**config.mk**
```make
export PLATFORM = sky130hd
export DESIGN_NAME = mem_port_arbiter_flat
export DESIGN_NICKNAME = d
export VERILOG_FILES = /design/src/rtl/mem_port_arbiter_pkg.sv /design/src/rtl/mem_port_arbiter_if.sv /design/src/rtl/mem_port_arbiter_rr_arbiter.sv /design/src/rtl/mem_port_arbiter.sv /design/src/flat_wrapper.sv
export SDC_FILE = /design/constraint.sdc
export NUM_CORES = 1
export LEC_CHECK = 0
export CORE_MARGIN = 5
export CORE_UTILIZATION = 39
export DETAILED_ROUTE_END_ITERATION = 8
export PLACE_DENSITY_LB_ADDON = 0.05
export SYNTH_ARGS = -nofsm -noshare
export SYNTH_HDL_FRONTEND = slang
export SYNTH_SLANG_ARGS = --single-unit
```
**constraint.sdc**
```tcl
create_clock -name clk -period 1.75 [get_ports clk]
set_clock_uncertainty 0.05 [all_clocks]
set_input_delay 0.4375 -clock clk [delete_from_list [all_inputs] [get_ports clk]]
set_output_delay 0.4375 -clock clk [all_outputs]
set_load 0.01 [all_outputs]
```
**src/rtl/mem_port_arbiter_pkg.sv**
```systemverilog
// Shared types and constants for the memory-port arbiter.
// Word-wide memory port shared by the instruction-side and data-side compressed caches.
package mem_arb_pkg;

   typedef enum logic [1:0] {
      IDLE  = 2'd0,
      WRITE = 2'd1,
      READ  = 2'd2
   } arb_state_t;

   localparam int unsigned DEF_BURST_LEN = 16;
   localparam int unsigned BURST_BITS    = $clog2(DEF_BURST_LEN);

endpackage

```
**src/rtl/mem_port_arbiter_if.sv**
```systemverilog
// Requester handshake and main-memory port bundle for mem_port_arbiter.
// The arbiter connects through the slave modport; the environment uses master.
interface mem_port_arbiter_if #(
   parameter int unsigned NUM_REQ    = 2,
   parameter int unsigned ADDR_WIDTH = 32,
   parameter int unsigned WORD_WIDTH = 32
);
   logic [NUM_REQ-1:0]            req_valid;
   logic [NUM_REQ-1:0]            req_write;
   logic [NUM_REQ*ADDR_WIDTH-1:0] req_addr;
   logic [NUM_REQ*WORD_WIDTH-1:0] req_wdata;
   logic [NUM_REQ-1:0]            req_ready;
   logic [NUM_REQ-1:0]            rsp_valid;
   logic [WORD_WIDTH-1:0]         rsp_data;
   logic                          rsp_last;
   logic [ADDR_WIDTH-1:0]         memory_addr;
   logic                          memory_write_en;
   logic [WORD_WIDTH-1:0]         memory_write_data;
   logic                          memory_read_addr_valid;
   logic                          memory_read_ready;
   logic                          memory_read_valid;
   logic [WORD_WIDTH-1:0]         memory_read_data;
   logic                          protocol_err;

   modport master (
      output req_valid, req_write, req_addr, req_wdata,
      output memory_read_ready, memory_read_valid, memory_read_data,
      input  req_ready, rsp_valid, rsp_data, rsp_last,
      input  memory_addr, memory_write_en, memory_write_data, memory_read_addr_valid,
      input  protocol_err
   );

   modport slave (
      input  req_valid, req_write, req_addr, req_wdata,
      input  memory_read_ready, memory_read_valid, memory_read_data,
      output req_ready, rsp_valid, rsp_data, rsp_last,
      output memory_addr, memory_write_en, memory_write_data, memory_read_addr_valid,
      output protocol_err
   );

endinterface

```
**src/rtl/mem_port_arbiter_rr_arbiter.sv**
```systemverilog
// Combinational round-robin picker: searches upward from last_grant_i+1 with wrap.
// Produces no grant while en_i is low.
module rr_arbiter #(
   parameter int unsigned NumReq = 2,
   localparam int unsigned IdxW  = (NumReq > 1) ? $clog2(NumReq) : 1
) (
   input  logic [NumReq-1:0] req_i,
   input  logic [IdxW-1:0]   last_grant_i,
   input  logic              en_i,
   output logic [NumReq-1:0] grant_o,
   output logic [IdxW-1:0]   grant_idx_o
);

   int unsigned idx;
   logic        found;

   always_comb begin
      grant_o     = '0;
      grant_idx_o = '0;
      found       = 1'b0;
      idx         = 0;
      for (int unsigned off = 1; off <= NumReq; off++) begin
         idx = (32'(last_grant_i) + off) % NumReq;
         if (en_i && !found && req_i[IdxW'(idx)]) begin
            found                 = 1'b1;
            grant_o[IdxW'(idx)]   = 1'b1;
            grant_idx_o           = IdxW'(idx);
         end
      end
   end

endmodule

```
**src/rtl/mem_port_arbiter.sv**
```systemverilog
// Round-robin owner of the shared word-wide memory port: single writes or aligned burst reads,
// with the port locked for the whole transaction and returned words steered to the owner.
module mem_port_arbiter
   import mem_arb_pkg::*;
#(
   parameter int unsigned NUM_REQ    = 2,
   parameter int unsigned ADDR_WIDTH = 32,
   parameter int unsigned WORD_WIDTH = 32,
   parameter int unsigned BURST_LEN  = DEF_BURST_LEN
) (
   input  logic                clk,
   input  logic                rst,
   mem_port_arbiter_if.slave   bus
);

   localparam int unsigned BurstBits = $clog2(BURST_LEN);
   localparam int unsigned CntW      = BurstBits + 1;
   localparam int unsigned IdxW      = (NUM_REQ > 1) ? $clog2(NUM_REQ) : 1;

   arb_state_t             state_q, state_d;
   logic [IdxW-1:0]        last_grant_q, last_grant_d;
   logic [IdxW-1:0]        owner_q, owner_d;
   logic [ADDR_WIDTH-1:0]  base_q, base_d;
   logic [ADDR_WIDTH-1:0]  maddr_q, maddr_d;
   logic [WORD_WIDTH-1:0]  wdata_q, wdata_d;
   logic [CntW-1:0]        issue_cnt_q, issue_cnt_d;
   logic [CntW-1:0]        ret_cnt_q, ret_cnt_d;
   logic [NUM_REQ-1:0]     req_ready_q, req_ready_d;
   logic [NUM_REQ-1:0]     rsp_valid_q, rsp_valid_d;
   logic [WORD_WIDTH-1:0]  rsp_data_q, rsp_data_d;
   logic                   rsp_last_q, rsp_last_d;
   logic                   we_q, we_d;
   logic                   rav_q, rav_d;
   logic                   perr_q, perr_d;

   logic [NUM_REQ-1:0]     grant;
   logic [IdxW-1:0]        grant_idx;
   logic [ADDR_WIDTH-1:0]  g_addr;
   logic [WORD_WIDTH-1:0]  g_wdata;
   logic                   g_write;

   rr_arbiter #(
      .NumReq (NUM_REQ)
   ) u_rr_arbiter (
      .req_i        (bus.req_valid),
      .last_grant_i (last_grant_q),
      .en_i         (state_q == IDLE),
      .grant_o      (grant),
      .grant_idx_o  (grant_idx)
   );

   // One-hot AND-OR select of the granted requester's fields.
   always_comb begin
      g_addr  = '0;
      g_wdata = '0;
      g_write = 1'b0;
      for (int k = 0; k < NUM_REQ; k++) begin
         if (grant[k]) begin
            g_addr  = g_addr | bus.req_addr[k*ADDR_WIDTH +: ADDR_WIDTH];
            g_wdata = g_wdata | bus.req_wdata[k*WORD_WIDTH +: WORD_WIDTH];
            g_write = g_write | bus.req_write[k];
         end
      end
   end

   always_comb begin
      state_d      = state_q;
      last_grant_d = last_grant_q;
      owner_d      = owner_q;
      base_d       = base_q;
      maddr_d      = maddr_q;
      wdata_d      = wdata_q;
      issue_cnt_d  = issue_cnt_q;
      ret_cnt_d    = ret_cnt_q;
      req_ready_d  = '0;
      rsp_valid_d  = '0;
      rsp_data_d   = rsp_data_q;
      rsp_last_d   = 1'b0;
      we_d         = 1'b0;
      rav_d        = 1'b0;
      perr_d       = perr_q;

      unique case (state_q)
         IDLE: begin
            if (|grant) begin
               req_ready_d  = grant;
               last_grant_d = grant_idx;
               owner_d      = grant_idx;
               if (g_write) begin
                  maddr_d = g_addr;
                  wdata_d = g_wdata;
                  we_d    = 1'b1;
                  state_d = WRITE;
               end else begin
                  base_d      = g_addr & ~ADDR_WIDTH'(BURST_LEN - 1);
                  issue_cnt_d = '0;
                  ret_cnt_d   = '0;
                  state_d     = READ;
               end
            end
         end
         WRITE: state_d = IDLE;
         READ: begin
            // Issue and return sides advance independently.
            if (bus.memory_read_ready && (issue_cnt_q < CntW'(BURST_LEN))) begin
               maddr_d     = base_q | ADDR_WIDTH'(issue_cnt_q[BurstBits-1:0]);
               rav_d       = 1'b1;
               issue_cnt_d = issue_cnt_q + 1'b1;
            end
            if (bus.memory_read_valid) begin
               rsp_valid_d[owner_q] = 1'b1;
               rsp_data_d           = bus.memory_read_data;
               ret_cnt_d            = ret_cnt_q + 1'b1;
               if (ret_cnt_q == CntW'(BURST_LEN - 1)) begin
                  rsp_last_d = 1'b1;
                  state_d    = IDLE;
               end
            end
         end
         default: state_d = IDLE;
      endcase

      if (bus.memory_read_valid && (state_q != READ)) perr_d = 1'b1;
   end

   always_ff @(posedge clk or negedge rst) begin
      if (!rst) begin
         state_q      <= IDLE;
         last_grant_q <= IdxW'(NUM_REQ - 1);
         owner_q      <= '0;
         base_q       <= '0;
         maddr_q      <= '0;
         wdata_q      <= '0;
         issue_cnt_q  <= '0;
         ret_cnt_q    <= '0;
         req_ready_q  <= '0;
         rsp_valid_q  <= '0;
         rsp_data_q   <= '0;
         rsp_last_q   <= 1'b0;
         we_q         <= 1'b0;
         rav_q        <= 1'b0;
         perr_q       <= 1'b0;
      end else begin
         state_q      <= state_d;
         last_grant_q <= last_grant_d;
         owner_q      <= owner_d;
         base_q       <= base_d;
         maddr_q      <= maddr_d;
         wdata_q      <= wdata_d;
         issue_cnt_q  <= issue_cnt_d;
         ret_cnt_q    <= ret_cnt_d;
         req_ready_q  <= req_ready_d;
         rsp_valid_q  <= rsp_valid_d;
         rsp_data_q   <= rsp_data_d;
         rsp_last_q   <= rsp_last_d;
         we_q         <= we_d;
         rav_q        <= rav_d;
         perr_q       <= perr_d;
      end
   end

   assign bus.req_ready              = req_ready_q;
   assign bus.rsp_valid              = rsp_valid_q;
   assign bus.rsp_data               = rsp_data_q;
   assign bus.rsp_last               = rsp_last_q;
   assign bus.memory_addr            = maddr_q;
   assign bus.memory_write_en        = we_q;
   assign bus.memory_write_data      = wdata_q;
   assign bus.memory_read_addr_valid = rav_q;
   assign bus.protocol_err           = perr_q;

endmodule
```
**src/flat_wrapper.sv**
```systemverilog
// flat-port wrapper written by rule: the top's interface ports become plain ports
module mem_port_arbiter_flat import mem_arb_pkg::*;
#(
   parameter int unsigned NUM_REQ    = 2,
   parameter int unsigned ADDR_WIDTH = 32,
   parameter int unsigned WORD_WIDTH = 32,
   parameter int unsigned BURST_LEN  = DEF_BURST_LEN
)
  (clk, rst, bus_req_valid, bus_req_write, bus_req_addr, bus_req_wdata, bus_memory_read_ready, bus_memory_read_valid, bus_memory_read_data, bus_req_ready, bus_rsp_valid, bus_rsp_data, bus_rsp_last, bus_memory_addr, bus_memory_write_en, bus_memory_write_data, bus_memory_read_addr_valid, bus_protocol_err);
  mem_port_arbiter_if #(.NUM_REQ(NUM_REQ), .ADDR_WIDTH(ADDR_WIDTH), .WORD_WIDTH(WORD_WIDTH)) bus_i ();
  input  logic clk;
  input  logic rst;
  input wire logic [$bits(bus_i.req_valid)-1:0] bus_req_valid;
  input wire logic [$bits(bus_i.req_write)-1:0] bus_req_write;
  input wire logic [$bits(bus_i.req_addr)-1:0] bus_req_addr;
  input wire logic [$bits(bus_i.req_wdata)-1:0] bus_req_wdata;
  input wire logic [$bits(bus_i.memory_read_ready)-1:0] bus_memory_read_ready;
  input wire logic [$bits(bus_i.memory_read_valid)-1:0] bus_memory_read_valid;
  input wire logic [$bits(bus_i.memory_read_data)-1:0] bus_memory_read_data;
  output wire logic [$bits(bus_i.req_ready)-1:0] bus_req_ready;
  output wire logic [$bits(bus_i.rsp_valid)-1:0] bus_rsp_valid;
  output wire logic [$bits(bus_i.rsp_data)-1:0] bus_rsp_data;
  output wire logic [$bits(bus_i.rsp_last)-1:0] bus_rsp_last;
  output wire logic [$bits(bus_i.memory_addr)-1:0] bus_memory_addr;
  output wire logic [$bits(bus_i.memory_write_en)-1:0] bus_memory_write_en;
  output wire logic [$bits(bus_i.memory_write_data)-1:0] bus_memory_write_data;
  output wire logic [$bits(bus_i.memory_read_addr_valid)-1:0] bus_memory_read_addr_valid;
  output wire logic [$bits(bus_i.protocol_err)-1:0] bus_protocol_err;
  assign bus_i.req_valid = bus_req_valid;
  assign bus_i.req_write = bus_req_write;
  assign bus_i.req_addr = bus_req_addr;
  assign bus_i.req_wdata = bus_req_wdata;
  assign bus_i.memory_read_ready = bus_memory_read_ready;
  assign bus_i.memory_read_valid = bus_memory_read_valid;
  assign bus_i.memory_read_data = bus_memory_read_data;
  assign bus_req_ready = bus_i.req_ready;
  assign bus_rsp_valid = bus_i.rsp_valid;
  assign bus_rsp_data = bus_i.rsp_data;
  assign bus_rsp_last = bus_i.rsp_last;
  assign bus_memory_addr = bus_i.memory_addr;
  assign bus_memory_write_en = bus_i.memory_write_en;
  assign bus_memory_write_data = bus_i.memory_write_data;
  assign bus_memory_read_addr_valid = bus_i.memory_read_addr_valid;
  assign bus_protocol_err = bus_i.protocol_err;
  mem_port_arbiter #(.NUM_REQ(NUM_REQ), .ADDR_WIDTH(ADDR_WIDTH), .WORD_WIDTH(WORD_WIDTH), .BURST_LEN(BURST_LEN)) u_core (.clk(clk), .rst(rst), .bus(bus_i));
endmodule
```
# Yosys cells after proc, flatten, opt, wreduce, memory -nomap -nowiden
# Cells that the tools add are included.
[totals]
ff_bits = 146
output_inout_bits = 104
[classes]
magnitude_cmp = 7
reduce_logical = 20
bitwise_logic = 6
mux = 48
n_eq_ne = 9
add_sub_neg = 4
[op_table]
columns = ["cell", "count"]
rows = [
  ["32-bit 2-to-1 mux", 7],
  ["32-bit bitwise OR", 2],
  ["32-bit case mux with 2 select lines", 1],
  ["32-bit by 4-bit bitwise OR with 32-bit output", 1],
  ["1-bit 2-to-1 mux", 20],
  ["2-bit 2-to-1 mux", 10],
  ["5-bit 2-to-1 mux", 4],
  ["5-bit case mux with 2 select lines", 2],
  ["4-bit AND reduction", 3],
  ["5-bit by 1-bit adder with 5-bit output (second input constant)", 2],
  ["3-bit AND reduction", 3],
  ["1-bit logical AND", 8],
  ["2-bit by 1-bit inequality test with 1-bit output (second input constant)", 4],
  ["1-bit by 2-bit < comparator with 1-bit output (second input constant)", 3],
  ["2-bit inequality test (second input constant)", 3],
  ["5-bit by 4-bit == test with 1-bit output (second input constant)", 1],
  ["5-bit < comparator (second input constant)", 1],
  ["2-bit case mux with 2 select lines", 1],
  ["2-bit AND reduction", 2],
  ["1-bit demux with 1-bit select", 3],
  ["1-bit >= comparator (second input constant)", 3],
  ["1-bit adder (second input constant)", 2],
  ["2-bit == test (second input constant)", 1],
  ["2-bit zero test", 1],
  ["6 further kinds", 6],
]

# Longest topological paths before layout
[depth]
ltp_word = 15
ltp_mapped = 7
depth_no_buf = 6

# Cells and area by module
# A second synthesis with hierarchy kept.
[hier_totals]
hier_cells = 564
area_unflattened_um2 = 6403.6
[by_module_without_submodules]
columns = ["module", "area_each_um2", "cells_per_inst", "seq_area_each_um2", "instances"]
rows = [
  ["mem_port_arbiter", 6377.4, 558, 3654.8, 1],
  ["rr_arbiter", 26.3, 6, 0.0, 1],
]

# Least setup slack after synthesis
# OpenSTA, ideal clock, no wires.
[synth_path]
path_kind = "register to register"
start = "register u_core.last_grant_q"
end = "register u_core.base_q[6]"
n_path_buf = 2
setup_ns = 0.125
stages_incl_launch_ff = 7
slack_ns = -0.095
arrival_ns = 1.670
required_ns = 1.575
path_cell_list = "dfstp_2 nand2_1 and3_1 buf_6 a221oi_2 buf_4 mux2_2"
[synth_between]
elab_chain_cells = 14
[synth_lines]
columns = ["item", "line", "rtl"]
rows = [
  ["start, declared", "mem_port_arbiter.sv:21", "logic [IdxW-1:0] last_grant_q, last_grant_d;"],
  ["start signal, assigned", "mem_port_arbiter.sv:129", "last_grant_q <= IdxW'(NUM_REQ - 1);"],
  ["start signal, assigned", "mem_port_arbiter.sv:145", "last_grant_q <= last_grant_d;"],
  ["parallel branches: the longest is 8 deep, another holds 1-bit by 2-bit < comparator with 1-bit output", "-", ""],
  ["2-bit 2-to-1 mux (*)", "mem_port_arbiter_rr_arbiter.sv:24", "if (en_i && !found && req_i[IdxW'(idx)]) begin"],
  ["1-bit 2-to-1 mux", "mem_port_arbiter.sv:58", "if (grant[k]) begin"],
  ["1-bit bitwise OR", "mem_port_arbiter.sv:61", "g_write = g_write | bus.req_write[k];"],
  ["1-bit 2-to-1 mux", "mem_port_arbiter.sv:58", ""],
  ["1-bit inverter (no source line)", "-", ""],
  ["3-bit AND reduction (no source line)", "-", ""],
  ["end signal, assigned", "mem_port_arbiter.sv:147", "base_q <= base_d;"],
  ["end, declared", "mem_port_arbiter.sv:23", "logic [ADDR_WIDTH-1:0] base_q, base_d;"],
]
# Mark *: on every way between the ends. The select of a mux whose other input is x is not followed.
# A chain may end at the register's enable or synchronous reset.

# Worst setup path in the final report
[layout_path]
start = "register u_core.last_grant_q"
end = "register u_core.wdata_q[17], in the netlist u_core.bus.memory_write_data[17]"
[layout_between]
elab_chain_cells = 13
[layout_lines]
columns = ["item", "line", "rtl"]
rows = [
  ["parallel branches: the longest is 8 deep, another holds 1-bit by 2-bit < comparator with 1-bit output", "-", ""],
  ["2-bit 2-to-1 mux (*)", "mem_port_arbiter_rr_arbiter.sv:24", ""],
  ["1-bit 2-to-1 mux", "mem_port_arbiter.sv:58", ""],
  ["1-bit bitwise OR", "mem_port_arbiter.sv:61", ""],
  ["1-bit 2-to-1 mux", "mem_port_arbiter.sv:58", ""],
  ["3-bit AND reduction (no source line)", "-", ""],
  ["end signal, assigned", "mem_port_arbiter.sv:149", "wdata_q <= wdata_d;"],
  ["end, declared", "mem_port_arbiter.sv:25", "logic [WORD_WIDTH-1:0] wdata_q, wdata_d;"],
]
# Marks and branches as above.

==> summary.txt <==
Setup path
  – WS Path Type: flip-flop to flip-flop
  – Cell-by-cell trace of the critical path: nand2_1, and3_4, buf_4, a22oi_4, clkinv_4, clkbuf_16, mux2_4
  – Crit-path max FO: 7
  – Crit. End Element: flip-flop
  – Critical path arrival: 2.16 ns
  – R2R Setup Slk: -0.17 ns
  – CP Data Required Time: 2.00 ns
  – Top delay family on crit path: flip-flops
  – CP Buf/Inv Count: 3
  – Startpoint types: flip-flop
  – Worst R2R End: u_core.bus.memory_write_data[17]
  – Worst reg2reg path startpoint: u_core.last_grant_q
  – Crit-path slowest cell: dfstp_2
  – Reg2reg path depth: 7
  – CP peak stage delay: 0.53 ns

Synth
  – Post-Syn Area: 6740 um^2
  – Area share of the largest cell type after synthesis: 53.8%
  – Synth async-reset ratio: 100%
  – Syn Nets: 731
  – Post-Synth Adder-Cell Area: 0.557%
  – Count of cell types in the netlist: 38
  – Sequential share of the synthesized area: 54.2%
  – Largest family of logic cells by synthesized area: multiplexers
  – Yosys top cell by area: dfrtp_1
  – Most used DFF post-synth: dfrtp_1
  – Synth Instances: 560
  – Synth Area in Simple Gates: 7.39%
  – Number of synthesized register bits: 146
  – Post-synth EDFFs: 0
  – Yosys warns: 0
  – Avg Cell Area, Syn: 12.0 um^2
  – Compound-Gate Fraction of Synth Area: 15.4%
  – Post-synthesis xor/xnor area fraction: 0%
  – Post-synthesis mux area share: 16.7%
  – Synth top area cells: dfrtp_1 54%, a22o_1 7.8%, mux2_4 6.5%

Detailed routing
  – Total Routed Length: 21,300 um
  – Via Count: 5,714
  – DR iter-0 viols: 467
  – First-pass DRT Iterations: 7
  – Post-route ant nets: 0
  – DRC viols: 0
  – Via density: 5.15
  – Routed WL per cell: 19.2 um

Worst hold path
  – Hold Path End: u_core.bus.rsp_data[25]
  – Min-delay src: u_core.bus.rsp_data[25]
  – Hold Path Depth: 2
  – Worst Hold Class: flip-flop to flip-flop

Clock tree
  – Clock latency on the worst-skew pair: 0.41 ns
  – Clock slew at reported path FFs: 0.06 ns
  – Clk sink count: 146
  – CTS H-tree lvls: 4
  – CTS tree: done
  – Max clock buf depth: 2
  – TritonCTS Buffers: 17
  – Clock Tree Root: clkbuf_16

Layout
  – Syn-to-layout area delta: 62.5%
  – Layout cell share with drive strength beyond 1: 19.1%
  – Commonest non-fill, non-tap cell in the layout: clkdlybuf4s50_1
  – Commonest cells after routing, fill and taps aside: 164 x clkdlybuf4s50_1, 145 x dfrtp_1, 106 x nand2_1, 106 x dlygate4sd2_1, 60 x a22o_1
  – Nets: 1,043
  – Ant diodes: 0

STA
  – Final setup viols: 93
  – Slew HR: 72.4%
  – Fin worst setup slack: -0.167 ns
  – RSZ-0062 raised after global routing: true
  – FMAX: 0.522 GHz
  – Max Transition Viols Final: 0
  – Worst-margin pin slew: 0.414 ns
  – Tmin final: 1.92 ns
  – Hold WS: 0.419 ns
  – Part of the cycle the worst path needs: 110%
  – Fin. Hold Viols: 0

Flow run
  – Max cap viols: 0

Placement
  – Hpwl dp: 14,600 um
  – IO buf count: 271
  – Global placer's final weighted congestion: 0.859
  – Pre-CTS worst setup slack: -0.653 ns

Global routing
  – Vias in the first global route: 6,053
  – Initial antenna violation count: 0
  – Largest net degree at the start of global routing: 44
  – Gr ovfl total: 0
  – Global-route wire length before repair: 33,100 um
  – Overall Global Routing Usage: 20.9%

Power and ir drop
  – Power density over the cells: 1550 nW/um^2
  – Peak VDD IR: 824 uV
  – Leak: 5.44 nW

Outcome
  – Run status: finished with violations
  – Violated checks: negative setup slack

Die
  – DIE WIDTH: 141 um
  – Core area: 17,100 um^2
  – Std cell rows: 48
  – Die area: 20,000 um^2
  – Starting density of the core: 39.4%
  – I/O Pins: 272
  – Die height: 141 um
-- cells by family (layout without fill, tap and decap cells) --
| logic type | after synthesis | in the layout |
|---|---|---|
| AO/OA/AOI/OAI | 114 | 114 |
| adder cells (fa/ha/maj) | 3 | 3 |
| buffers and inverters | 81 | 406 |
| flip-flops | 146 | 146 |
| multiplexers | 94 | 94 |
| AND/OR/NAND/NOR | 122 | 122 |
-- cells in the mapped netlist, types with 3 or more instances --
library cell and n:
dfrtp_1 145, nand2_1 106, a22o_1 60, inv_1 37, a222oi_1 34, mux2i_1 34, mux2_4 29, mux2_2 19
clkbuf_1 15, mux2_1 12, buf_2 11, buf_6 8, a31oi_1 4, buf_1 4, nor2_1 4, a21o_1 3
a21oi_1 3, buf_4 3, ha_1 3, inv_2 3
-- cell type report --
class / instances / area [um^2]
inverters: 40 / 160
fillers: 1371 / 6160
clock inverters: 12 / 133
clock buffers: 20 / 457
multi-input cells: 333 / 2800
flip-flops and latches: 146 / 3650
repair buffers: 334 / 3460
well taps: 225 / 282
-- state kept, by name, summed over array words and instances (netlist names), 2 cells and up --
name	count
u_core.base_q	28
u_core.bus.memory_addr	32
u_core.bus.rsp_valid	2
u_core.issue_cnt_q	5
u_core.ret_cnt_q	5
u_core.bus.req_ready	2
u_core.bus.rsp_data	32
u_core.state_q	2
u_core.bus.memory_write_data	32
-- worst reg2reg max path, delay by kind of cell (launching register included) --
family	cells	cell delay [ns]
flip-flops	1	0.53
multiplexers	1	0.30
AND/OR/NAND/NOR	2	0.23
buffers and inverters	3	0.53
AO/OA/AOI/OAI	1	0.16
-- what timing repair did --
| action | CTS | global route |
|---|---|---|
| gates cloned | 7 | 5 |
| endpoints found under the setup margin | 201 | 96 |
| pin swaps | 6 | 4 |
| gates resized for setup | 151 | 14 |
| endpoints found under the hold margin | 34 | 0 |
| hold buffers | 1 | 0 |
| setup buffers | 13 | 3 |
-- metal layers --
layer,vias up,part of all wire [%],track usage [%]
met5,-,0,0
li1,2665,-,-
met2,212,49,34.4
met1,2810,42,27.0
met3,27,7.1,5.49
met4,0,1.6,7.07
-- per-stage QoR --
stage,total power (W),setup TNS (ns),cells,instance area [um^2],util (%)
6_report,0.0170,-10.76,1110,11000,64.0
3_3_place_gp,0.0129,-53.46,1050,9920,58.0
5_1_grt,0.0180,-17.91,1110,11000,64.0
3_5_place_dp,0.0131,-56.96,1050,9920,58.0
4_1_cts,0.0169,-9.99,1103,10800,63.0
2_1_floorplan,0.00942,-2.42,560,6750,-
-- how the worst max path moves through the flow --
stage	from	to	slack (ns)	cells after the start
final	u_core.last_grant_q	u_core.bus.memory_write_data[17]	-0.17	7
after detailed placement	bus_req_valid[1]	u_core.bus.memory_addr[23]	-0.65	8
after floorplan	u_core.last_grant_q	u_core.base_q[6]	-0.07	6
after CTS	u_core.last_grant_q	u_core.base_q[4]	-0.16	6
after global placement	bus_req_valid[1]	u_core.bus.memory_addr[22]	-0.60	8
after global routing	u_core.last_grant_q	u_core.bus.memory_addr[29]	-0.23	7
-- power breakdown --
group | switching, W | internal (W) | leakage [nW]
logic | 0.00350 | 0.00428 | 3.26
clock network | 0.00140 | 0.00217 | 0.271
registers | 0.000828 | 0.00482 | 1.91
total | 0.00573 | 0.0113 | 5.44
No activity file was read; power rests on OpenSTA's default activity.
==> patch: new RTL, same flow settings <==
Re-encode `arb_state_t` (3 states) as one-hot, 3 bits wide.
--- a/src/rtl/mem_port_arbiter_pkg.sv
+++ b/src/rtl/mem_port_arbiter_pkg.sv
@@ -2,10 +2,10 @@
 // Word-wide memory port shared by the instruction-side and data-side compressed caches.
 package mem_arb_pkg;
 
-   typedef enum logic [1:0] {
-      IDLE  = 2'd0,
-      WRITE = 2'd1,
-      READ  = 2'd2
+   typedef enum logic [2:0] {
+      IDLE  = 3'b001,
+      WRITE = 3'b010,
+      READ  = 3'b100
    } arb_state_t;
 
    localparam int unsigned DEF_BURST_LEN = 16;
Function: same outputs for any inputs over 4 cycles, from zero or initial values and one cycle with rst low; so few cycles prove little.
==> patch against the original RTL <==
Global-route usage up 0.40 points. Setup slack worse by 0.048 ns. Critical path depth increased by 1. Sequential share of layout area grew 0.17 points. Critical path type unchanged. Design area grew 0.21%. The flow still finishes with violations (negative setup slack). Sequential cell count up 1. Non-clock buffer count increased by 11. Die area fell by 8.5%. Area after synthesis is 9.1% lower. Total power is 8.8% higher. Routed wire length rose by 3.1%.
==> patch: results (changes against the original RTL) <==
first-pass GRT wire length 31.1 mm (-6.1%); GR Layer Usage met1 0.258 (-0.0125); met3 Track Usage GR 0.0698 (+0.0149); initial antenna violation count 0 (unchanged); final WL 21.9 mm (+3.1%); Synthesized Nets 806 (+10%); Port Buffers 271 (unchanged); violated checks negative setup slack; final setup fails 99 (+6.5%); Slew headroom 0.698 (-0.0261); mux contribution to synthesized area 0.00327 (-0.164); layout cells sized above 1 0.188 (-0.00294); Root Buffer clkbuf_16; ys flop type dfrtp_1; post-route setup slack -0.215 ns (-0.0478 ns); Crit path largest cell delay roughly 0.52 ns; status complete, but fails checks; GR Util met2 0.361 (+0.0176); CTS Buf Count 17 (unchanged); largest cells by area after synthesis dfrtp_1 (59%), nand2_1 (8.3%), a22oi_1 (7.4%), nor2_1 (5.8%), a21oi_1 (5.6%); GRT Total Usage 0.213 (+0.00403); Pleak 4.84 nW (-11%); Post-Place Cell Area 0.00940 mm2 (-5.2%); Vias 6105 (+6.8%); Worst-path clk slew 0.06 ns (about the same); register area share after synthesis 0.601 (+0.0589); Commonest cells post-synth dfrtp_1 (145), nand2_1 (135), nor2_1 (95); Starting DRT DRC Count 442 (-5.4%); Worst EP arrival 2.25 ns (+0.09 ns); Post-Synth Adder-Cell Area 0.00613 (+0.000561); VDD IR max 0.791 mV (-4.0%); crit path launch u_core.state_q[0]; Hold Crit Depth 2 (unchanged); largest net degree at the start of global routing 43 (-2.3%); CP top delay family flip-flops; Critical Path Sink u_core.bus.memory_addr[11]; count of different cell masters after synthesis 35 (-7.9%); Final nets 1126 (+8.0%); R2R cell count 8 (+1); Initial DRT Pass Iterations 5 (-2); GP Congestion 0.809 (-5.8%); Synth Area in Compound Gates 0.187 (+0.0329); post-DP HPWL 13.4 mm (-8.2%)
patch: power breakdown:
| group | internal (mW) | switching [mW] |
|---|---|---|
| Sequential | 4.98 | 0.943 |
| Clock | 2.38 | 1.41 |
| Combinational | 4.41 | 4.36 |
patch: logic make-up (layout without fill, tap and decap cells):
family | after synthesis | in the layout
simple gates | 250 | 250
buf+inv | 54 | 387
fa+ha+maj | 3 | 3
compound gates | 179 | 179
flops | 147 | 147
mux | 2 | 2
patch: stage by stage:
step / instances / hold slack (ns) / setup slack [ns] / utilization / TNS (ns)
detailed placement: 1112 / 0.348 / -0.398 / 0.614 / -35.41
finish: 1179 / 0.417 / -0.215 / 0.717 / -15.70
global placement: 1112 / 0.340 / -0.352 / 0.614 / -29.85
CTS: 1167 / 0.422 / -0.192 / 0.681 / -13.96
global route: 1179 / 0.450 / -0.307 / 0.717 / -25.99
floorplan: 635 / 0.0919 / -0.0383 / - / -2.26
patch: worst min-delay path: cells and delay by family, from the launching register on:
kind          cells  cell delay, ns
simple gates      2            0.10
flops             1            0.34
patch: routing by layer:
| layer | wire, um | vias to the layer above |
|---|---|---|
| li1 | - | 2857 |
| met1 | 8850 | 2975 |
| met2 | 10800 | 242 |
| met3 | 1870 | 31 |
| met4 | 444 | 0 |
| met5 | 0 | - |
patch: worst min path at each step:
stage                            start                    endpoint
2_1_floorplan                      rst           u_core.base_q[10]
3_3_place_gp                       rst  u_core.bus.memory_addr[19]
3_5_place_dp                       rst  u_core.bus.memory_addr[19]
4_1_cts         u_core.bus.rsp_data[0]      u_core.bus.rsp_data[0]
5_1_grt        u_core.bus.protocol_err     u_core.bus.protocol_err
6_report        u_core.bus.rsp_data[0]      u_core.bus.rsp_data[0]
patch: cell type report:
| class | instances | area [um2] |
|---|---|---|
| Timing Repair Buffer | 345 | 3770 |
| Clock inverter | 13 | 183 |
| Sequential cell | 147 | 3680 |
| Multi-Input combinational cell | 434 | 2600 |
| Inverter | 10 | 45.0 |
| Fill cell | 1162 | 4340 |
| Clock buffer | 19 | 433 |
| Tap cell | 211 | 264 |
patch: repair_timing:
item                                   4_1_cts  5_1_grt
pin swaps                                   10        8
setup buffers                               12        4
setup endpoints to repair                  231      135
endpoints found under the hold margin       33        0
gates resized for setup                    133       93
cloned                                      10       10
hold buffers                                 1        0
